### src/rtl/seq16_fetch_ctrl.sv
// seq16_fetch_ctrl: serial 4-word instruction fetch, exec strobe, halt/timeout; SEQ16_RETIRE_CNT_EN adds retire_cnt
module seq16_fetch_ctrl #(
  parameter logic [15:0] RESET_PC    = 16'h0000,
  parameter logic [15:0] HALT_OPCODE = 16'hFFFF,
  parameter int unsigned MAX_WAIT    = 0
) (
  input  logic        clk,
  input  logic        rst,
  output logic        mem_req,
  output logic [15:0] mem_addr,
  input  logic        mem_ack,
  input  logic [15:0] mem_rdata,
  output logic [15:0] instr,
  output logic [15:0] arg1,
  output logic [15:0] arg2,
  output logic [15:0] dest,
  output logic        exec_en,
  input  logic        branch_taken,
  input  logic [15:0] branch_target,
  output logic [15:0] pc,
`ifdef SEQ16_RETIRE_CNT_EN
  output logic [31:0] retire_cnt,
`endif
  output logic        halted,
  output logic        fault
);
  typedef enum logic [2:0] {IDLE, F0, F1, F2, F3, EXEC, HALT, FAULT} state_t;
  state_t state;
  logic [31:0] wait_cnt;
  always_ff @(posedge clk) begin
    if (!rst) begin
      state <= IDLE;
      pc <= RESET_PC;
      mem_addr <= RESET_PC;
      mem_req <= 1'b0;
      instr <= '0;
      arg1 <= '0;
      arg2 <= '0;
      dest <= '0;
      exec_en <= 1'b0;
      halted <= 1'b0;
      fault <= 1'b0;
      wait_cnt <= '0;
`ifdef SEQ16_RETIRE_CNT_EN
      retire_cnt <= '0;
`endif
    end else begin
      exec_en <= 1'b0;
      case (state)
        IDLE: begin
          state <= F0;
          mem_req <= 1'b1;
          mem_addr <= pc;
        end
        F0, F1, F2, F3: begin
          if (mem_ack) begin
            wait_cnt <= '0;
            mem_addr <= mem_addr + 16'd1;
            if (state == F0) instr <= mem_rdata;
            if (state == F1) arg1 <= mem_rdata;
            if (state == F2) arg2 <= mem_rdata;
            if (state == F3) dest <= mem_rdata;
            if (state == F0 && mem_rdata == HALT_OPCODE) begin
              state <= HALT;
              mem_req <= 1'b0;
              halted <= 1'b1;
            end else if (state == F3) begin
              state <= EXEC;
              mem_req <= 1'b0;
              exec_en <= 1'b1;
            end else begin
              state <= state == F0 ? F1 : state == F1 ? F2 : F3;
            end
          end else if (MAX_WAIT != 0 && wait_cnt == MAX_WAIT - 1) begin
            state <= FAULT;
            mem_req <= 1'b0;
            fault <= 1'b1;
          end else begin
            wait_cnt <= wait_cnt + 32'd1;
          end
        end
        EXEC: begin
          pc <= branch_taken ? branch_target : pc + 16'd4;
          mem_addr <= branch_taken ? branch_target : pc + 16'd4;
          mem_req <= 1'b1;
          state <= F0;
`ifdef SEQ16_RETIRE_CNT_EN
          retire_cnt <= retire_cnt + 32'd1;
`endif
        end
        default: ;
      endcase
    end
  end
endmodule

### config.mk
export PLATFORM = sky130hd
export DESIGN_NAME = seq16_fetch_ctrl
export DESIGN_NICKNAME = d
export VERILOG_FILES = /design/src/rtl/seq16_fetch_ctrl.sv
export SDC_FILE = /design/constraint.sdc
export NUM_CORES = 1
export LEC_CHECK = 0
export CAP_MARGIN = 20
export CORE_MARGIN = 3
export CORE_UTILIZATION = 35
export DETAILED_ROUTE_END_ITERATION = 10
export DONT_BUFFER_PORTS = 1
export GPL_TIMING_DRIVEN = 0
export PLACE_DENSITY = 0.57
export SLEW_MARGIN = 20
export SYNTH_ARGS = -nofsm -noshare
export SYNTH_HDL_FRONTEND = slang
export SYNTH_SLANG_ARGS = --single-unit
### constraint.sdc
create_clock -name clk -period 4.1 [get_ports clk]
set_clock_uncertainty 0.1 [all_clocks]
set_input_delay 0 -clock clk [delete_from_list [all_inputs] [get_ports clk]]
set_output_delay 0 -clock clk [all_outputs]
set_load 0.02 [all_outputs]
[Yosys cells after proc, flatten, opt, wreduce, memory -nomap -nowiden]
Cells that the tools add are included.
Cells by class
  $add $sub $neg: 2
  equality and inequality tests: 8
  multiplexer cells: 14
  bitwise gates (word level): 3
  reduce and logical (&&, ||, !) cells: 15
Operators by type and width (count)
  one-hot mux 16 bit (3 select lines): 1
  2-to-1 mux 16 bit: 2
  AND reduction 3 bit: 6
  adder 16 x 1 -> 16 bit, second input constant: 1
  adder 16 x 3 -> 16 bit, second input constant: 1
  == test 16 bit, second input constant: 1
  2-to-1 mux 3 bit: 5
  OR reduction 4 bit: 2
  == test 3 x 2 -> 1 bit, second input constant: 2
  == test 3 bit, second input constant: 2
  one-hot mux 3 bit (2 select lines): 1
  2-to-1 mux 1 bit: 4
  AND reduction 2 bit: 2
  == test 3 x 1 -> 1 bit, second input constant: 1
  zero test 3 bit: 1
  != test 3 bit, second input constant: 1
  NOT 1 bit: 3
  nonzero test 3 bit: 1
  != test 2 bit, second input constant: 1
  one-hot mux 1 bit (2 select lines): 1
  nonzero test 2 bit: 1
  OR reduction 2 bit: 1
  logical AND 1 bit: 1
Word-level totals
  register bits after elaboration: 102
  bits of input ports: 36
  output and inout port bits: 100
  logic and storage cells: 52

[Logic depth before layout (Yosys ltp)]
Gate-level depths: netlist of run 1.
  word-level depth: 7
  mapped depth: 7
  gate-level depth less buffers: 6

[Least setup slack after synthesis of run 1]
No wires, ideal clock.
  path kind: register to register
  start point: register pc[2]
  end point: register mem_addr[14]
  library setup time: 0.126 ns
  arrival: 1.774 ns
  data required time: 3.874 ns
  setup slack: 2.100 ns
  cell stages (with the launch flop): 7
  buffers on the path: 0
  period minus slack after synthesis: 2.000 ns
  cell sequence: dfxtp_1 -> ha_1 -> and4_1 -> nor2b_1 -> mux2_2 -> a22oi_1 -> a21oi_1
Between the ends
  longest elaborated chain between the ends: 3
RTL lines
  from (decl): RTL line 20  | output logic [15:0] pc,
  from (signal assigned): RTL line 83  | pc <= branch_taken ? branch_target : pc + 16'd4;
  adder 16 x 3 -> 16 bit: RTL line 84  | mem_addr <= branch_taken ? branch_target : pc + 16'd4;
  2-to-1 mux 16 bit: RTL line 84
  one-hot mux 16 bit (3 select lines): RTL line 49  | case (state)
  to (signal assigned): RTL line 53  | mem_addr <= pc;
  to (signal assigned): RTL line 58  | mem_addr <= mem_addr + 16'd1;
  to (signal assigned): RTL line 84
  to (decl): RTL line 10  | output logic [15:0] mem_addr,
No other way between the ends.
A chain may end at the register's enable or synchronous reset.

[Final worst setup path of run 1]
Same ends and word-level chain as after synthesis.

==> metrics.csv, run 1 <==
metric,value,unit
final setup fails,0,
Inserted Clock Buffers,9,
H-Tree Depth,3,
maximum VDD drop,0.2118,mV
status,finished clean,
Async SR Flop Fraction,0,%
Max Cap Viol,0,
die footprint,15880,um2
initial antenna violation count,0,
Place WS,1758,ps
synth unique cells,64,
# hold bufs at CTS,38,
drt wl/cell,19.40,um
Post-DP HPWL,12.00,mm
chip height,126,um
fin crit period,2432,ps
R2R Path Start,pc[2],
"Reg clk slew, reported paths",70,ps
Post-Route WL,16.68,mm
unrepaired setup endpoints after global routing,no,
sum of negative setup slack,0,ps
Iter 0 DRT Violations,379,
Initial Util,36.03,%
CTS tree,done,
setup bufs post-CTS,0,
number of global-route vias before repair,4615,
Crit path required time,4230,ps
"Seq/Total Area, Yosys",40.52,%
final net count,713,
hold path start,rst,
Die X,126,um
final hold violations,0,
Tot GR Track Use,20.76,%
CP arrival,2560,ps
"antenna viol nets, final",0,
critical path class,reg -> reg,
via count,4731,
Fmax,411.2,MHz
clk sinks,102,
Pre-Repair DR Iteration Count,5,
Worst-Skew Late Latency,350,ps
met3 routed WL,1.671,mm
IO Port Bufs,0,
Synth Register Bits,102,
Layout fillers,1405,
grt ovf,0,
Worst Max-Slew Pin Slew,673.0,ps
startpoint types,flop,
Slew HR,54.72,%
via/cell ratio,5.501,
number of flops mapped to enable cells by yosys,0,
CP Max Fanout,9,
cell leakage power,2.099,nW
FF-to-FF End,mem_addr[14],
top sig layer,met4,
gpl congestion,0.9206,
io pins,136,
Core ar.,13990,um2
Worst setup EP type,flop,
area delta synth->final,17.63,%
R2R cell count,6,
metal2 WL,7.601,mm
Most used DFF post-synth,dfxtp_1,
post_cts resized,0,
Mapped Cells,626,
Clock Path Buffers,2,
Clock Root Buffer,clkbuf_16,
hold path endpoint,arg1[0],
DRC,0,
class of the worst hold path,in -> reg,
Yosys warnings,0,
period utilization,59.31,%
WL met1,7.090,mm
post-synth net total,664,
Pwr Density,361.2,nW/um2
diode count,0,
largest net degree at the start of global routing,19,
synthesized area,5040,um2
share of layout cells above drive strength 1,10.15,%
FP Rows,43,
max-slew violations,0,
Avg Synthesized Cell Area,8.051,um2
Reg2Reg Setup Slack,1670,ps
Setup WS post-layout,1668,ps
first-pass GRT wire length,26.04,mm
Cells on Worst Hold Path,2,
[worst max-delay path, stage by stage (launching register included)]
cell and delay (ps):
dfxtp_1 620, ha_1 320, and4_1 340, nor2b_1 180
mux2_2 340, a22oi_1 290, a21oi_1 110
[worst max path at each step]
| stage | startpoint | to | slack, ps | cells past startpoint |
|---|---|---|---|---|
| 2_1_floorplan | pc[2] | mem_addr[14] | 2100 | 6 |
| 4_1_cts | pc[2] | mem_addr[14] | 1730 | 6 |
| 3_3_place_gp | pc[2] | mem_addr[14] | 1780 | 6 |
| 6_report | pc[2] | mem_addr[14] | 1670 | 6 |
| 3_5_place_dp | pc[2] | mem_addr[14] | 1760 | 6 |
| 5_1_grt | pc[2] | mem_addr[14] | 1600 | 6 |
[routing by layer]
metal | global-route usage, % | vias to the layer above
li1 | - | 2275
met1 | 25.79 | 2197
met2 | 33.11 | 233
met3 | 7.973 | 26
met4 | 7.066 | 0
met5 | 0 | -
[cells in the mapped netlist, types with 2 or more instances]
master | n | area (um2)
inv_1 | 9 | 33.78
nand4_1 | 10 | 62.56
nand4b_2 | 2 | 30.03
nor4_2 | 3 | 37.54
clkbuf_1 | 16 | 60.06
o221a_2 | 2 | 22.52
nor3_1 | 7 | 35.03
o21ai_0 | 31 | 155.2
nor4_1 | 3 | 18.77
nand2_1 | 171 | 641.9
dfxtp_1 | 102 | 2042
nor2b_1 | 5 | 31.28
nor3b_4 | 2 | 37.54
nand3_1 | 23 | 115.1
nand2_2 | 2 | 12.51
ha_1 | 2 | 25.02
buf_4 | 8 | 60.06
a22oi_1 | 2 | 15.01
o21bai_1 | 2 | 15.01
a31oi_1 | 7 | 43.79
o21ai_1 | 6 | 30.03
nor2_1 | 13 | 48.80
xor2_1 | 10 | 87.58
buf_6 | 3 | 33.78
a21boi_0 | 20 | 150.1
mux2_2 | 3 | 33.78
xnor2_1 | 5 | 43.79
o211ai_1 | 2 | 15.01
nor3b_1 | 2 | 15.01
buf_2 | 18 | 90.09
o22ai_1 | 2 | 12.51
a21oi_1 | 31 | 155.2
a221oi_1 | 3 | 26.28
a21boi_1 | 60 | 450.4
or3_1 | 4 | 25.02
and2_1 | 2 | 12.51
a21o_1 | 4 | 30.03
o31ai_1 | 3 | 22.52
[layout by cell type, fill, tap and decap left out, types with 10 or more instances in the layout]
master         synthesis  layout
buf_2                 18      18
clkbuf_1              16      16
a21oi_1               31      31
nand4_1               10      10
xor2_1                10      10
dfxtp_1              102     102
nand2_1              171     171
a21boi_0              20      20
dlygate4sd3_1          0      38
nand3_1               23      23
o21ai_0               31      31
a21boi_1              60      60
nor2_1                13      13
[sequential cells by signal, summed over array words and instances (netlist names)]
signal,cells
halted,1
exec_en,1
state,3
arg1,16
mem_req,1
instr,16
dest,16
mem_addr,16
arg2,16
pc,16
[where the power goes]
part           total (mW)  internal [mW]  switching, mW
Sequential           1.07           1.02         0.0573
Clock               0.827          0.422          0.405
Combinational       0.242         0.0971          0.145
[stage by stage]
stage          util (%)  hold WS (ps)  power (mW)  area (um2)  std cells
6_report          42.38         32.50       2.141        5928        860
5_1_grt           42.38         34.91       2.229        5928        860
4_1_cts           42.38         22.95       2.162        5928        860
3_5_place_dp      37.64         41.61       1.290        5265        806
3_3_place_gp      37.64         36.28       1.285        5265        806
2_1_floorplan         -         34.86       1.233        5040        626
[cell type report]
class	count	area, um2	area share (%)
clock inverter	7	57.56	0.9709
clock buffer	9	225.2	3.799
sequential	102	2042	34.44
inverter	9	33.78	0.5699
multi-input combinational	469	2715	45.80
tap	180	225.2	3.799
buffer	46	249.0	4.200
timing repair buffer	38	380.4	6.416
[cell families (layout without fill, tap and decap cells)]
logic type / Yosys count / after routing / share of synthesized area (%)
other cells: 1 / 1 / 0.07441
flops: 102 / 102 / 40.52
mux: 4 / 4 / 0.8689
fa+ha+maj: 2 / 2 / 0.4964
xor+xnor: 16 / 16 / 2.929
buf+inv: 55 / 109 / 5.611
compound gates: 188 / 188 / 25.02
simple gates: 258 / 258 / 24.48
(Power assumes the default switching activity.)
==> run 2: changes to the inputs <==
- PLACE_DENSITY: 0.57 -> 0.59
- clock period: 4.1 -> 2.08 ns (I/O delays scaled with it)
==> metrics.csv, run 2 (synthesis gave the netlist of run 1 again) <==
metric,value,unit,change
chip height,126,um,unchanged
sum of negative setup slack,0,ps,unchanged
critical path class,reg -> reg,,
multi-input logic area,2745,um2,+1.1%
Clock Path Buffers,2,,unchanged
Seq pwr share,48.7,%,-1.4 points
"antenna viol nets, final",0,,unchanged
Pre-Repair DR Iteration Count,6,,+1
final setup fails,0,,unchanged
Place WS,-304.3,ps,-2062 ps
Worst path slowest cell,dfxtp_1,,
Clock power frac,40.4,%,+1.8 points
drt wl/cell,19.45,um,+0.27%
Die X,126,um,unchanged
Crit path required time,2210,ps,-2020 ps
Initial Util,36.03,%,unchanged
"Reg clk slew, reported paths",70,ps,about the same
CP Max Fanout,7,,-2
switch share,27.08,%,-1.3 points
CP max stage delay,590,ps,-30 ps
Max Cap Viol,0,,unchanged
Power Internal,3.164,mW,+110%
Setup WS post-layout,40.84,ps,-1627 ps
first-pass GRT wire length,25.30,mm,-2.8%
CP arrival,2170,ps,-390 ps
IO Port Bufs,0,,unchanged
cell leakage power,2.102,nW,+0.12%
initial antenna violation count,0,,unchanged
Final Cell Area,5969,um2,+0.70%
DP Area,5265,um2,unchanged
share of layout cells above drive strength 1,11.83,%,+1.7 points
Clock Root Buffer,clkbuf_16,,
gpl congestion,0.8946,,-2.8%
cell family with most CP delay,flip-flops,,
via/cell ratio,5.557,,+1.0%
fin crit period,2039,ps,-392.5 ps
Core ar.,13990,um2,unchanged
area delta synth->final,18.45,%,
grt ovf,0,,unchanged
Finished Layout Cells,856,,-0.47%
Iter 0 DRT Violations,400,,+5.5%
largest net degree at the start of global routing,18,,-1
Layout fillers,1398,,-0.50%
"commonest non-fill, non-tap cell in the layout",nand2_1,,
Fmax,490.4,MHz,+19%
Pwr Density,727.0,nW/um2,+100%
unrepaired setup endpoints after global routing,no,,
register area,2056,um2,+0.67%
crit-path cells,"and4_2, nor2b_1, mux2_2, a22oi_2, a21oi_1",,
max-slew violations,0,,unchanged
Tot GR Track Use,20.33,%,-0.43 points
final hold violations,0,,unchanged
Inserted Clock Buffers,9,,unchanged
via count,4757,,+0.55%
maximum VDD drop,0.3927,mV,+85%
total power,4.340,mW,+100%
Worst Max-Slew Pin Slew,658.6,ps,-14.38 ps
Slew HR,55.69,%,+0.97 points
Post-Route WL,16.65,mm,-0.19%
worst path buffer plus inverter count,0,,unchanged
Worst-Skew Late Latency,360,ps,about the same
startpoint types,flop,,
clk sinks,102,,unchanged
number of global-route vias before repair,4378,,-5.1%
Worst setup EP type,flop,,
status,finished clean,,
FP Rows,43,,unchanged
most frequent cells in the layout,"nand2_1 (171), dfxtp_1 (95), a21boi_1 (60)",,
CTS tree,done,,
final net count,710,,-0.42%
DRC,0,,unchanged
io pins,136,,unchanged
Psw,1.175,mW,+93%
H-Tree Depth,3,,unchanged
class of the worst hold path,in -> reg,,
diode count,0,,unchanged
Comb power frac,10.9,%,-0.4 points
placed cells,806,,unchanged
Post-DP HPWL,11.82,mm,-1.4%
die footprint,15880,um2,unchanged
period utilization,98.04,%,+39 points
-- run 2: cell count changes in the layout (fill, tap and decap cells not counted), sizes merged --
cell / delta
buf: -1
bufinv: +1
clkbuf: +2
clkinv: -2
dlygate4sd3: -4
dlymetal6s2s: +1
inv: -1
-- run 2: through the flow --
| stage | utilization [%] | hold WS [ps] |
|---|---|---|
| floorplan | - | 34.86 |
| global placement | 37.64 | 37.24 |
| detailed placement | 37.64 | 43.01 |
| CTS | 42.35 | 23.19 |
| global route | 42.67 | 15.31 |
| finish | 42.67 | 11.99 |
-- run 2: power groups by stage --
stage	sequential, mW	clock [mW]	combinational, mW
3_5_place_dp	2.16	0	0.378
5_1_grt	2.12	1.85	0.512
4_1_cts	2.11	1.80	0.467
2_1_floorplan	2.14	0	0.292
3_3_place_gp	2.16	0	0.371
6_report	2.11	1.76	0.473
-- run 2: worst paths after layout --
check,startpoint,depth (start not counted),slack (ps),end
setup / recovery,pc[6],5,40,mem_addr[14]
setup reg to reg,pc[6],5,40,mem_addr[14]
hold / removal,rst,2,10,arg2[12]
hold reg to reg,arg2[0],2,450,arg2[0]
-- run 2: area by class of cell --
class                   instances  area share, %
multi-input cells             469          45.99
clock buffers                  10          4.003
plain buffers                  46          4.213
inverters                       9         0.5659
clock inverters                 5          1.111
repair buffers                 35          5.911
flip-flops and latches        102          34.44
well taps                     180          3.773
-- run 2: worst reg2reg max path, stage by stage (launching register included) --
cell and delay, ps:
dfxtp_1 590, and4_2 370, nor2b_1 190, mux2_2 360, a22oi_2 200, a21oi_1 100
-- run 2: repair_timing --
item	CTS	global route
buffers inserted	0	1
setup endpoints to repair	5	8
resized for setup	6	11
hold endpoints to repair	99	0
hold buffers	34	0
cloned	0	0
-- run 2: routing by layer --
metal	track usage (%)	part of all wire [%]	up-vias
met2	32.77	46	224
met1	25.34	42	2241
met3	7.718	10	25
li1	-	-	2267
met5	0	0	-
met4	6.183	2.0	0
